**src/rtl/pkt_drv_pkg.sv**
```systemverilog
// Shared definitions for the packet operand driver.
//   state_t : run-control states
//   CNT_W   : width of the transaction counter and the checksum
//   pkt_w() : packet width for a given operand width and pair count
package pkt_drv_pkg;

    localparam int CNT_W = 32;

    typedef enum logic [1:0] {
        ST_IDLE,
        ST_RUN,
        ST_DRAIN,
        ST_DONE
    } state_t;

    // Each packet carries PAIRS operand pairs (A then B) of DATA_W bits each.
    function automatic int pkt_w(input int data_w, input int pairs);
        return 2 * data_w * pairs;
    endfunction

endpackage

```
**src/rtl/pkt_drv_fifo.sv**
```systemverilog
// pkt_fifo: synchronous packet FIFO.
//   clk_i, reset_i : clock, asynchronous active-low reset (empties the FIFO)
//   push, wdata    : write strobe and data (caller never pushes when full)
//   pop, rdata     : read strobe and head-of-queue data (caller never pops when empty)
//   full, empty    : occupancy flags
module pkt_fifo #(
    parameter int WIDTH = 32,
    parameter int DEPTH = 4
) (
    input  logic             clk_i,
    input  logic             reset_i,
    input  logic             push,
    input  logic [WIDTH-1:0] wdata,
    input  logic             pop,
    output logic [WIDTH-1:0] rdata,
    output logic             full,
    output logic             empty
);

    localparam int AW = $clog2(DEPTH);

    logic [WIDTH-1:0] mem [DEPTH];
    // One extra pointer bit separates full from empty when the indices match.
    logic [AW:0]      wr_ptr;
    logic [AW:0]      rd_ptr;

    // NOTE: the storage array is deliberately not reset; the pointers alone
    // decide which entries are valid, so clearing them empties the FIFO.
    always_ff @(posedge clk_i) begin
        if (push) mem[wr_ptr[AW-1:0]] <= wdata;
    end

    // NOTE: sequential state uses non-blocking assignments so every register
    // samples the pre-edge values of the others.
    always_ff @(posedge clk_i or negedge reset_i) begin
        if (!reset_i) begin
            wr_ptr <= '0;
            rd_ptr <= '0;
        end else begin
            if (push) wr_ptr <= wr_ptr + (AW+1)'(1);
            if (pop)  rd_ptr <= rd_ptr + (AW+1)'(1);
        end
    end

    assign rdata = mem[rd_ptr[AW-1:0]];
    assign empty = (wr_ptr == rd_ptr);
    assign full  = (wr_ptr[AW] != rd_ptr[AW]) && (wr_ptr[AW-1:0] == rd_ptr[AW-1:0]);

endmodule

```
**src/rtl/pkt_operand_driver.sv**
```systemverilog
// pkt_operand_driver: buffers wide packets, slices them into operand pairs,
// drives them over a valid/ready handshake, counts LENGTH transactions,
// accumulates a result checksum, drains, then flags done.
//   pkt_valid_i/pkt_ready_o/pkt_data_i : packet input port
//   start_i, loop_i                     : run start, replay-on-empty select
//   a_o/b_o/op_valid_o/op_ready_i       : operand output port
//   res_i/res_valid_i                   : result strobe from the DUT
//   count_o, checksum_o                 : completed transactions, result sum
//   busy_o, done_o, underrun_o          : run status, sticky stall flag
module pkt_operand_driver
    import pkt_drv_pkg::*;
#(
    parameter int          DATA_W = 8,
    parameter int          PAIRS  = 16,
    parameter int          DEPTH  = 4,
    parameter int unsigned LENGTH = 2000,
    parameter int          DRAIN  = 2,
    localparam int         PKT_W  = pkt_w(DATA_W, PAIRS)
) (
    input  logic              clk_i,
    input  logic              reset_i,
    input  logic              pkt_valid_i,
    output logic              pkt_ready_o,
    input  logic [PKT_W-1:0]  pkt_data_i,
    input  logic              start_i,
    input  logic              loop_i,
    output logic [DATA_W-1:0] a_o,
    output logic [DATA_W-1:0] b_o,
    output logic              op_valid_o,
    input  logic              op_ready_i,
    input  logic [DATA_W-1:0] res_i,
    input  logic              res_valid_i,
    output logic [CNT_W-1:0]  count_o,
    output logic [CNT_W-1:0]  checksum_o,
    output logic              busy_o,
    output logic              done_o,
    output logic              underrun_o
);

    localparam int                IDX_W       = (PAIRS > 1) ? $clog2(PAIRS) : 1;
    localparam logic [IDX_W-1:0]  LAST_IDX    = IDX_W'(PAIRS - 1);
    localparam logic [CNT_W-1:0]  FINAL_COUNT = CNT_W'(LENGTH - 1);
    localparam logic [CNT_W-1:0]  DRAIN_LAST  = CNT_W'(DRAIN - 1);

    state_t           state;
    state_t           state_next;
    logic             run_start;
    logic [PKT_W-1:0] cur;
    logic [PKT_W-1:0] fifo_rdata;
    logic             cur_valid;
    logic [IDX_W-1:0] idx;
    logic [CNT_W-1:0] drain_cnt;
    logic             fifo_full;
    logic             fifo_empty;
    logic             push;
    logic             pop;
    logic             load;
    logic             handshake;
    logic             last_pair;
    logic             final_hs;

    pkt_fifo #(.WIDTH(PKT_W), .DEPTH(DEPTH)) u_fifo (
        .clk_i   (clk_i),
        .reset_i (reset_i),
        .push    (push),
        .wdata   (pkt_data_i),
        .pop     (pop),
        .rdata   (fifo_rdata),
        .full    (fifo_full),
        .empty   (fifo_empty)
    );

    assign pkt_ready_o = !fifo_full;
    assign push        = pkt_valid_i && !fifo_full;
    assign op_valid_o  = (state == ST_RUN) && cur_valid;
    assign handshake   = op_valid_o && op_ready_i;
    assign last_pair   = (idx == LAST_IDX);
    assign final_hs    = handshake && (count_o == FINAL_COUNT);
    // Refill an empty operand slot, or chain straight into the next packet on
    // the last pair so the stream stays gapless; never pop past the last transaction.
    assign load        = (state == ST_RUN) && !cur_valid && !fifo_empty;
    assign pop         = load || (handshake && last_pair && !fifo_empty && !final_hs);
    assign busy_o      = (state == ST_RUN) || (state == ST_DRAIN);
    assign done_o      = (state == ST_DONE);

    // NOTE: every signal driven here gets a default first, so no path can
    // leave it unassigned and infer a latch.
    always_comb begin
        a_o = '0;
        b_o = '0;
        for (int k = 0; k < PAIRS; k++) begin
            if (idx == IDX_W'(k)) begin
                a_o = cur[2*k*DATA_W +: DATA_W];
                b_o = cur[(2*k+1)*DATA_W +: DATA_W];
            end
        end
    end

    always_comb begin
        state_next = state;
        run_start  = 1'b0;
        unique case (state)
            ST_IDLE, ST_DONE: begin
                if (start_i) begin
                    state_next = ST_RUN;
                    run_start  = 1'b1;
                end
            end
            ST_RUN:   if (final_hs) state_next = ST_DRAIN;
            ST_DRAIN: if (drain_cnt == DRAIN_LAST) state_next = ST_DONE;
            default:  state_next = ST_IDLE;
        endcase
    end

    always_ff @(posedge clk_i or negedge reset_i) begin
        if (!reset_i) state <= ST_IDLE;
        else          state <= state_next;
    end

    always_ff @(posedge clk_i or negedge reset_i) begin
        if (!reset_i) begin
            cur        <= '0;
            cur_valid  <= 1'b0;
            idx        <= '0;
            count_o    <= '0;
            checksum_o <= '0;
            underrun_o <= 1'b0;
            drain_cnt  <= '0;
        end else begin
            drain_cnt <= (state == ST_DRAIN) ? drain_cnt + CNT_W'(1) : '0;
            if (run_start) begin
                cur_valid  <= 1'b0;
                idx        <= '0;
                count_o    <= '0;
                checksum_o <= '0;
                underrun_o <= 1'b0;
            end else begin
                if (busy_o && res_valid_i) checksum_o <= checksum_o + CNT_W'(res_i);
                if (load) begin
                    cur       <= fifo_rdata;
                    cur_valid <= 1'b1;
                    idx       <= '0;
                end else if (handshake) begin
                    count_o <= count_o + CNT_W'(1);
                    if (!last_pair) begin
                        idx <= idx + IDX_W'(1);
                    end else if (!fifo_empty) begin
                        if (!final_hs) cur <= fifo_rdata;
                        idx <= '0;
                    end else if (loop_i) begin
                        idx <= '0;
                    end else begin
                        // Starved: drop the slot and wait for the next push.
                        cur_valid  <= 1'b0;
                        underrun_o <= 1'b1;
                    end
                end
            end
        end
    end

endmodule

```
**config.mk**
```make
export PLATFORM = sky130hd
export DESIGN_NAME = pkt_operand_driver
export DESIGN_NICKNAME = d
export VERILOG_FILES = /design/src/rtl/pkt_drv_pkg.sv /design/src/rtl/pkt_drv_fifo.sv /design/src/rtl/pkt_operand_driver.sv
export SDC_FILE = /design/constraint.sdc
export NUM_CORES = 2
export LEC_CHECK = 0
export BUFFER_PORTS_ARGS = -buffer_cell sky130_fd_sc_hd__buf_2
export CORE_MARGIN = 2
export CORE_UTILIZATION = 60
export DETAILED_ROUTE_END_ITERATION = 6
export PLACE_DENSITY = 0.79
export SYNTH_ARGS = -nofsm -noshare
export SYNTH_HDL_FRONTEND = slang
export SYNTH_SLANG_ARGS = --single-unit
export TNS_END_PERCENT = 1
```
**constraint.sdc**
```tcl
create_clock -name clk_i -period 9.9 [get_ports clk_i]
set_input_delay 0.99 -clock clk_i [delete_from_list [all_inputs] [get_ports clk_i]]
set_output_delay 0.99 -clock clk_i [all_outputs]
set_load 0.01 [all_outputs]
```
# Word-level counts from Yosys, hierarchy flattened
# Memory sizes are Yosys's and may differ from the RTL's.
# Index checks and enable logic that the tools add are counted.
# op_classes
mux	69
n_eq_ne	32
reduce_logical	35
add_sub_neg	6
n_bitwise	1
# ops
cell	count
256-bit two-way mux	5
8-bit two-way mux	32
32-bit two-way mux	6
32-bit by 1-bit adder with 32-bit output (second input constant)	2
32-bit by 8-bit adder with 32-bit output	1
32-bit by 1-bit == test with 1-bit output (second input constant)	1
32-bit by 11-bit == test with 1-bit output (second input constant)	1
4-bit == test (second input constant)	8
4-bit two-way mux	6
4-bit by 3-bit == test with 1-bit output (second input constant)	4
1-bit two-way mux	16
2-bit nonzero test	6
1-bit logical AND	11
5-bit AND reduction	2
3-bit nonzero test	3
4-bit by 2-bit == test with 1-bit output (second input constant)	2
2-bit != test (second input constant)	4
3-bit by 1-bit adder with 3-bit output (second input constant)	2
2-bit two-way mux	3
2-bit by 1-bit != test with 1-bit output (second input constant)	3
2-bit case mux with 3 select lines	1
5-bit != test (second input constant)	1
4-bit by 1-bit adder with 4-bit output (second input constant)	1
2-bit == test (second input constant)	2
other kinds (15)	20
# totals
reg_bits	366
mem_count	1
in_bits	271
mem_bits_rw	1024
# mem_list
name	words	width	read_ports	rd_clocked_by_memory_dff	write_ports	line_no	rtl
u_fifo.mem	4	256	1	0	1	pkt_drv_fifo.sv:22	logic [WIDTH-1:0] mem [DEPTH];

# Logic depth before layout (Yosys ltp)
# depth
depth_word	17
depth_mapped	11
mapped_depth_nobuf	8

# Modules after synthesis
# From an unflattened synthesis, not the netlist that was laid out.
# hier_totals
cells_unflattened	2942
area_unflattened_um2	56230.2
# modules_own_cells
mod	area_per_inst_um2	cells_each	seq_area_each_um2	instances
pkt_fifo	37308.3	1368	30899.6	1
pkt_operand_driver	18921.9	1574	9008.6	1

# Least setup slack after synthesis
# OpenSTA, ideal clock, no wires.
# synth_path
path_type	input to register
start	input pkt_valid_i
end	memory u_fifo.mem[3][0] (netlist name), enable pin
n_path_buf	0
t_arrival_ps	6875
cell_stages	1
slack_ps	2372
setup_time_ps	653
path_cell_list	and3_1
# synth_between
elab_chain_cells	3
# synth_rtl
element	line_no	rtl
from (decl)	pkt_operand_driver.sv:22	input logic pkt_valid_i,
1-bit logical AND	pkt_operand_driver.sv:74	assign push = pkt_valid_i && !fifo_full;
1-bit two-way mux	pkt_drv_fifo.sv:30	if (push) mem[wr_ptr[AW-1:0]] <= wdata;
1-bit two-way mux (not written as such)	pkt_drv_fifo.sv:30	
to (decl)	pkt_drv_fifo.sv:22	
# No other way between the ends.

# Worst setup path after layout
# layout_path
start	register idx[0]
end	output a_o[7]
# layout_between
elab_chain_cells	17
# layout_rtl
element	line_no	rtl
from (decl)	pkt_operand_driver.sv:51	logic [IDX_W-1:0] idx;
from (signal assigned)	pkt_operand_driver.sv:146	idx <= idx + IDX_W'(1);
4-bit logical NOT	pkt_operand_driver.sv:92	if (idx == IDX_W'(k)) begin
8-bit two-way mux (15 in series)	pkt_operand_driver.sv:92	
8-bit two-way mux *	pkt_operand_driver.sv:92	
to (decl)	pkt_operand_driver.sv:27	output logic [DATA_W-1:0] a_o,
# Every way passes the cells marked *; elsewhere a longest branch is shown, timed or not.

==> out/qor.csv <==
metric,value,unit
status,"complete, but fails checks",
failing checks,DRC,
PostCTS Resize Cnt,0,
Layout Nets,3562,
final hold viol count,0,
met2 usage,43.5,%
clock buffers created by TritonCTS,138,
Main synth FF type,edfxtp_1,
final RePlAce weighted congestion,0.935,
P_int,0.0135,W
final setup vio count,0,
Cells after Synth,2906,
Peak Freq,151,MHz
Final Instance Count excl. Fillers,4654,
total power,0.0196,W
startpoint types,flop,
core area,91800,um2
Worst Setup End Kind,output pin,
Post-synth EDFFs,1024,
clk root buf,clkbuf_16,
peak supply drop,0.000252,V
sw power,0.00608,W
detailed-router iteration count before antenna repair,7,
largest net degree at the start of global routing,150,
Worst-Skew Late Latency,0.75,ns
Final period util,66.7,%
met3 Track Usage GR,7.54,%
DIE AREA,95300,um2
Synth cell types,71,
Clock power frac,25.3,%
GRT busiest layer,met2,
Die H,309,um
Layout area overhead,12.7,%
met1 Use GR,39.2,%
syn_nets,3201,
crit-path max FO,54,
Hold Path Class,in -> async,
Slew headroom,10.4,%
vias in the first global route,29900,
Comb pwr share,29.4,%
total number of vias,29800,
layout cells sized above 1,31.3,%
post-layout util,68.4,%
row cnt,111,
# port buffers,355,
"FF+latch count, synth",1390,
slowest stage cell on the critical path,clkinv_1,
ys async rst share,26.3,%
post-layout min period,6.61,ns
crit-path max cell delay,1.01,ns
synth warn,0,
Post-CTS Hold Buffers,0,
number of DRC markers in iteration 0,4031,
Clock Sink Count,1390,
initial core utilization,60.7,%
"commonest non-fill, non-tap cell in the layout",edfxtp_1,
dpl hpwl,83700,um
Worst-Margin Slew,1.34,ns
vias per cell,6.39,
gr usage total,28.1,%
GRT Residual Overflow,0,
final hold slack,0.347,ns
register area share after synthesis,71.6,%
syn avg cell area,19.2,um2
initial antenna violation count,68,
setup TNS,0,ns
Post-Route Skew,0.0284,ns
first-pass GRT wire length,195000,um
Post-CTS Setup Bufs,0,
unrepaired setup endpoints after global routing,false,
most frequent cells in the layout,"1024 x edfxtp_1, 364 x dfrtp_1, 354 x buf_2, 256 x mux4_2, 200 x mux2_4",
Power Density,312,nW/um2
CTS tree,yes,
max_cap viols,0,
Crit Path Class,reg -> out,
sw frac,31.0,%
DRC errors left,3,
Placed Cells,4370,
CTS H-Tree Depth,4,
CP required,8.91,ns
ordered cell list for the critical path,inv_1 > ha_2 > clkinv_1 > nor3_1 > buf_4 > a222oi_1 > o311a_1 > o21ai_0 > buf_2,
arrival time worst endpoint,5.62,ns
sequential group share of total power,45.3,%
I/O Pins,356,
clock-pin slew on the worst setup and hold paths,0.06,ns
Post-DRT Antenna Nets,0,
Max Slew Vio Count,0,
clk buf depth,3,
synthesized area,55700,um2
DR WL/cell,28.5,um
DRT Wirelength,132000,um
DIE WIDTH,309,um
leakage,23.0,nW
-- power groups by stage --
| stage | Clock [W] | Sequential (W) | Combinational (W) |
|---|---|---|---|
| floorplan | 0 | 0.00869 | 0.00432 |
| detailed placement | 0 | 0.00890 | 0.00574 |
| CTS | 0.00502 | 0.00884 | 0.00581 |
| global placement | 0 | 0.00882 | 0.00562 |
| finish | 0.00495 | 0.00888 | 0.00577 |
| global route | 0.00525 | 0.00897 | 0.00608 |
-- critical path, delay by kind of cell (launching register included) --
kind | cells | cell delay, ns
compound gates | 3 | 1.02
fa+ha+maj | 1 | 0.89
buf+inv | 4 | 1.71
flops | 1 | 0.44
simple gates | 1 | 0.80
-- path summary, 6_finish.rpt --
kind	startpoint	endpoint	slack (ns)	cells after the start
worst max-delay path	idx[0]	a_o[7]	3.29	9
worst min-delay path	reset_i	drain_cnt[23]	0.35	1
worst max register to register	state[1]	cur[3]	5.44	9
worst min register to register	checksum_o[31]	checksum_o[31]	0.48	1
max in group asynchronous	reset_i	cur[25]	7.38	3
min in group clk_i	pkt_data_i[169]	u_fifo.mem[1][169]	0.45	1
-- kinds of logic after synthesis --
family	count (synthesis)	share of synthesized area (%)
xor+xnor	64	1.01
buf+inv	195	2.04
simple gates	376	3.57
mux	517	17.0
compound gates	340	4.22
flops	1390	71.6
fa+ha+maj	24	0.553
-- synth_stat cells (10+ instances only) --
master / n / area share, %
nand4_1: 21 / 0.24
xnor2_1: 37 / 0.58
a31oi_1: 17 / 0.19
o21ai_0: 58 / 0.52
or3_1: 10 / 0.11
and2_1: 30 / 0.34
mux2_4: 200 / 5.4
a221o_1: 18 / 0.32
mux4_2: 256 / 10
nand2_1: 75 / 0.51
inv_1: 31 / 0.21
or4_1: 13 / 0.18
buf_12: 22 / 0.79
a21oi_1: 62 / 0.56
mux2_1: 40 / 0.81
a22oi_1: 12 / 0.16
xor2_1: 27 / 0.42
buf_1: 10 / 0.067
clkbuf_1: 120 / 0.81
o21a_1: 20 / 0.27
nand3_1: 42 / 0.38
nand2b_1: 24 / 0.27
o22ai_1: 43 / 0.48
nor4_1: 29 / 0.33
nor2_1: 63 / 0.42
dfrtp_1: 366 / 16
o311a_1: 12 / 0.22
o31ai_1: 16 / 0.22
ha_1: 23 / 0.52
nor3_1: 25 / 0.22
mux2_2: 17 / 0.34
o2bb2ai_1: 13 / 0.20
and3_1: 16 / 0.18
edfxtp_1: 1024 / 55
a222oi_1: 12 / 0.22
-- layer usage --
metal,share of wire (%),vias up,wire length [um]
met5,0.23,-,305
met4,3.1,48,4050
met3,9.3,260,12400
met2,48,1546,63800
met1,39,15400,52000
li1,-,12500,-
-- flip-flops by register name, indices dropped and copies added, names as in the netlist --
signal         count
count_o           32
cur_valid          1
u_fifo.rd_ptr      3
cur              256
drain_cnt         32
checksum_o        32
state              2
idx                4
u_fifo.mem      1024
underrun_o         1
u_fifo.wr_ptr      3
-- layout make-up --
type / count / area [um2]
Inverter: 33 / 124
Tap cell: 1243 / 1560
Fill cell: 5634 / 29000
Sequential cell: 1390 / 39900
Clock inverter: 54 / 469
Multi-Input combinational cell: 1321 / 14700
Clock buffer: 198 / 3810
Antenna cell: 32 / 80.1
Timing Repair Buffer: 383 / 2080
-- through the flow --
stage | instance area (um2) | setup slack, ns
floorplan | 55700 | 2.37
global placement | 58400 | 4.56
detailed placement | 58400 | 4.29
CTS | 62700 | 3.46
global route | 62700 | 3.07
finish | 62800 | 3.29
No activity file was read; power rests on OpenSTA's default activity.
